`config.mk`:
```
export PLATFORM = sky130hd
export DESIGN_NAME = cache_fill_fsm
export DESIGN_NICKNAME = d
export VERILOG_FILES = /design/src/rtl/cache_pkg.sv /design/src/rtl/fill_counter.sv /design/src/rtl/cache_fill_fsm.sv
export SDC_FILE = /design/constraint.sdc
export NUM_CORES = 1
export LEC_CHECK = 0
export ABC_CLOCK_PERIOD_IN_PS = 1500
export CORE_ASPECT_RATIO = 1.25
export CORE_UTILIZATION = 35
export DETAILED_ROUTE_END_ITERATION = 7
export PLACE_DENSITY_LB_ADDON = 0.05
export SLEW_MARGIN = 20
export SYNTH_ARGS = -nofsm -noshare
export SYNTH_HDL_FRONTEND = slang
export SYNTH_SLANG_ARGS = --single-unit
```
`constraint.sdc`:
```
create_clock -name clk -period 1.5 [get_ports clk]
set_clock_uncertainty 0.15 [all_clocks]
set_input_delay 0.15 -clock clk [delete_from_list [all_inputs] [get_ports clk]]
set_output_delay 0.15 -clock clk [all_outputs]
set_load 0.05 [all_outputs]
```
`src/rtl/cache_pkg.sv`:
```
// Shared cache definitions: fill FSM states, block geometry and address slicing.
package cache_pkg;

    localparam int ADDR_W            = 16;
    localparam int WORDS_PER_BLOCK   = 8;
    localparam int BLOCK_OFFSET_BITS = 4;
    localparam int WORD_IDX_BITS     = 3;

    typedef enum logic {
        IDLE = 1'b0,
        FILL = 1'b1
    } fill_state_t;

    // Block-aligned part of a byte address (drops the 16-byte block offset).
    function automatic logic [ADDR_W-1:BLOCK_OFFSET_BITS] block_base_of(
        input logic [ADDR_W-1:0] addr
    );
        return addr[ADDR_W-1:BLOCK_OFFSET_BITS];
    endfunction

endpackage

```
`src/rtl/fill_counter.sv`:
```
// Up-counter with synchronous clear, count enable and a terminal-count flag.
module fill_counter #(
    parameter int WIDTH    = 4,
    parameter int TERMINAL = 8
) (
    input  logic             clk,
    input  logic             rst,
    input  logic             clr,
    input  logic             en,
    output logic [WIDTH-1:0] count,
    output logic             done
);

    always_ff @(posedge clk) begin
        if (rst || clr) begin
            count <= '0;
        end else if (en) begin
            count <= count + WIDTH'(1);
        end
    end

    assign done = (count == WIDTH'(TERMINAL));

endmodule

```
`src/rtl/cache_fill_fsm.sv`:
```
// Refills one 8-word cache block after a miss: eight back-to-back word reads,
// then one data-array write per returned word, with the tag written on the last.
module cache_fill_fsm
    import cache_pkg::*;
#(
    parameter int ADDR_WIDTH      = 16,
    parameter int WORDS_PER_BLOCK = cache_pkg::WORDS_PER_BLOCK,
    parameter int MEM_LATENCY     = 4
) (
    input  logic                     clk,
    input  logic                     rst,
    input  logic                     miss_detected,
    input  logic [ADDR_WIDTH-1:0]    miss_address,
    input  logic                     memory_data_valid,
    output logic                     fsm_busy,
    output logic                     write_data_array,
    output logic                     write_tag_array,
    output logic [WORD_IDX_BITS-1:0] word_num,
    output logic                     mem_req,
    output logic [ADDR_WIDTH-1:0]    memory_address
);

    if (ADDR_WIDTH != ADDR_W || WORDS_PER_BLOCK != cache_pkg::WORDS_PER_BLOCK
        || MEM_LATENCY < 1) begin : g_param_check
        $error("cache_fill_fsm: unsupported parameter set");
    end

    fill_state_t state;
    fill_state_t next_state;

    logic [ADDR_WIDTH-1:BLOCK_OFFSET_BITS] block_base;
    logic [WORD_IDX_BITS:0]                req_cnt;
    logic [WORD_IDX_BITS-1:0]              resp_cnt;
    logic [WORD_IDX_BITS-1:0]              req_idx;
    logic                                  req_done;
    logic                                  resp_last;
    logic                                  start;
    logic                                  req_en;
    logic                                  resp_en;

    fill_counter #(
        .WIDTH    (WORD_IDX_BITS + 1),
        .TERMINAL (WORDS_PER_BLOCK)
    ) u_req_counter (
        .clk   (clk),
        .rst   (rst),
        .clr   (start),
        .en    (req_en),
        .count (req_cnt),
        .done  (req_done)
    );

    fill_counter #(
        .WIDTH    (WORD_IDX_BITS),
        .TERMINAL (WORDS_PER_BLOCK - 1)
    ) u_resp_counter (
        .clk   (clk),
        .rst   (rst),
        .clr   (start),
        .en    (resp_en),
        .count (resp_cnt),
        .done  (resp_last)
    );

    always_ff @(posedge clk) begin
        if (rst) begin
            state <= IDLE;
        end else begin
            state <= next_state;
        end
    end

    // Block base is pure data: only loaded at the start of a fill, never reset.
    always_ff @(posedge clk) begin
        if (start) begin
            block_base <= block_base_of(miss_address);
        end
    end

    // Once all requests are out the counter sits at 8; keep pointing at the last word.
    assign req_idx = req_cnt[WORD_IDX_BITS] ? {WORD_IDX_BITS{1'b1}}
                                            : req_cnt[WORD_IDX_BITS-1:0];

    always_comb begin
        next_state       = state;
        start            = 1'b0;
        req_en           = 1'b0;
        resp_en          = 1'b0;
        fsm_busy         = 1'b0;
        mem_req          = 1'b0;
        memory_address   = '0;
        write_data_array = 1'b0;
        write_tag_array  = 1'b0;
        word_num         = '0;

        case (state)
            IDLE: begin
                fsm_busy = miss_detected;
                if (miss_detected) begin
                    start      = 1'b1;
                    next_state = FILL;
                end
            end
            FILL: begin
                fsm_busy       = 1'b1;
                mem_req        = !req_done;
                req_en         = !req_done;
                memory_address = {block_base, req_idx, 1'b0};
                if (memory_data_valid) begin
                    write_data_array = 1'b1;
                    word_num         = resp_cnt;
                    resp_en          = 1'b1;
                    if (resp_last) begin
                        write_tag_array = 1'b1;
                        next_state      = IDLE;
                    end
                end
            end
            default: next_state = IDLE;
        endcase
    end

endmodule

```
==> results.sh <==
export IMPL_status="finished, violations left"
export IMPL_violations="setup timing"
export IMPL_final_min_clock_period_ns=1.59
export IMPL_synth_edf_count=12
export IMPL_rsz0062_at_grt="true"
export IMPL_dieArea_mm2=0.00277
export IMPL_crit_fanout=2
export IMPL_dpl_cell_area_mm2=0.00157
export IMPL_wl_mm=2.13
export IMPL_crit_path_end_kind="output pin"
export IMPL_syn_area_per_cell_um2=10.7
export IMPL_synthTopCellsByArea="edfxtp_1 40%, dfxtp_1 18%, and2_1 8.4%"
export IMPL_postCtsHoldBufs=0
export IMPL_core_area_mm2=0.00243
export IMPL_dp_slack_ns=0.0379
export IMPL_drtIter0Drc=15
export IMPL_final_hold_violation_count=0
export IMPL_wl_per_cell_um=12.9
export IMPL_start_util=0.370
export IMPL_dp_cells=156
export IMPL_grt_pass1_wl_mm=3.30
export IMPL_vias_per_cell=4.64
export IMPL_drv_cap=0
export IMPL_worst_endpoint_required_ns=1.20
export IMPL_cp_cell_sequence="inv_2, ha_4, and3b_2, nor2_4, buf_12"
export IMPL_slew_viol_final=0
export IMPL_setup_viol=2
export IMPL_power_leakage_uw=0.000693
export IMPL_max_freq_mhz=629
export IMPL_antenna_cells=0
export IMPL_cts_buffers=3
export IMPL_rows=20
export IMPL_netlist_instances=84
export IMPL_ys_seq_elements=20
export IMPL_dp_hpwl_mm=1.54
export IMPL_synthArstFlopShare=0
export IMPL_synth_top_area_cell="edfxtp_1"
export IMPL_stdcell_count=165
export IMPL_drc_errors=0
export IMPL_path_delay_family="flip-flops"
export IMPL_cts_buffer_depth=2
export IMPL_clk_latency_ns=0.29
export IMPL_critPathArrivalTime_ns=1.29
export IMPL_clock_root_buffer="clkbuf_4"
export IMPL_io_pins=43
export IMPL_hold_slack_ns=0.257
export IMPL_power_density_mw_per_mm2=699
export IMPL_overflow=0
export IMPL_mappedNetlistNets=108
export IMPL_final_nets=158
export IMPL_syn2layout_area_growth_pct=96.4
export IMPL_critPathLaunchType="register"
export IMPL_path_buf_inv=2
export IMPL_synthFlopType="edfxtp_1"
export IMPL_grt_max_degree=13
export IMPL_synth_top_cell_area_share=0.402
export IMPL_slowest_stage="dfxtp_2"
export IMPL_die_h_um=58.6
export IMPL_layout_common_cells="23 x buf_12, 15 x clkdlybuf4s50_1, 12 x edfxtp_1"
export IMPL_grt_use_total=0.173
export IMPL_portBuffers=37
export IMPL_vdd_drop_max_v=0.000458
export IMPL_synth_distinct_cells=25
export IMPL_final_util=0.726
export IMPL_clkTransAtPathRegs_ns=0.10
export IMPL_fin_area_mm2=0.00176
export IMPL_chipWidth_um=47.3
export IMPL_gp_congestion=0.696
export IMPL_slowest_delay_ns=0.35
export IMPL_htree_levels=1
export IMPL_drtAntennaViolNets=0
export IMPL_drive_above_1_share=0.530
export IMPL_routed_via_count=766
export IMPL_grt_pass1_vias=738
export IMPL_worst_hold_path_type="primary input to register"
export IMPL_ys_warn_count=0
export IMPL_first_pass_iters=4
export IMPL_ys_seq_area_frac=0.580
export IMPL_fin_ws_ns=-0.0887
export IMPL_antenna_found_initial=0
export IMPL_final_common_cell="buf_12"
export IMPL_critical_path_class="register to output pin"
export IMPL_synth_area_um2=897
export IMPL_cts_tree="built"
export IMPL_fin_crit_sh=1.06
export IMPL_clock_sinks=20
## worst register-to-register path: cells and delay by family (launching register included)
family | cells | cell delay, ns
AOI/OAI and AO/OA | 2 | 0.31
DFF | 1 | 0.35
buffers and inverters | 2 | 0.20
and+or+nand+nor | 1 | 0.22
adders and majority gates | 1 | 0.15
## cells in the mapped netlist (2+ instances only)
library cell and number:
nor2_1 10, and3_1 4, inv_1 6, nand2_1 6, and2_1 12, a21oi_1 4, ha_1 4, edfxtp_1 12
nand3_1 2, xor2_1 2, dfxtp_1 8
## area by class of cell
class,instances,area [µm²]
clock buffers,3,22.5
fillers,182,666
inverters,7,26.3
multi-input cells,54,455
flip-flops and latches,20,531
well taps,33,41.3
repair buffers,48,686
## report_power, final
| part | internal [µW] | switching, µW | total [µW] |
|---|---|---|---|
| logic | 185 | 182 | 368 |
| clock network | 93.4 | 150 | 243 |
| registers | 610 | 10.6 | 620 |
## logic make-up (layout without fill, tap and decap cells)
kind of cell | after synthesis | count (layout) | synth area share
buffers and inverters | 10 | 58 | 0.0474
and+or+nand+nor | 39 | 39 | 0.227
adders and majority gates | 4 | 4 | 0.0558
AOI/OAI and AO/OA | 8 | 8 | 0.0656
other | 1 | 1 | 0.00418
xor gates and xnor gates | 2 | 2 | 0.0195
DFF | 20 | 20 | 0.580
## worst paths after layout
| kind | startpoint | endpoint | slack (ns) | cells past startpoint |
|---|---|---|---|---|
| max reg2reg | u_req_counter.count[1] | u_req_counter.count[0] | 0.02 | 6 |
| min reg2reg | u_req_counter.count[2] | u_req_counter.count[2] | 0.36 | 2 |
| max | u_req_counter.count[1] | mem_req | -0.09 | 5 |
| min | miss_address[4] | block_base[4] | 0.26 | 1 |
## timing repair
action,in CTS,in global routing
resized for setup,20,18
endpoints found under the setup margin,22,22
setup buffers,6,1
pin swaps,3,3
endpoints found under the hold margin,0,0
cloned,0,0
## layer usage
metal,vias up,part of all wire,GRT usage
li1,380,-,-
met1,354,0.33,0.183
met2,26,0.57,0.299
met3,6,0.064,0.0276
met4,0,0.033,0.110
met5,-,0,0
## sequential cells by signal, summed over array words and instances (netlist names)
name,count
u_resp_counter.count,3
u_req_counter.count,4
block_base,12
state,1
## stage by stage
stage	setup TNS, ns	power, µW
final	-0.150	1230
after global routing	-0.637	1290
after CTS	-0.205	1230
after detailed placement	0	961
after global placement	0	953
after floorplan	0	779
Note: power is estimated with default switching activity, not from simulation.
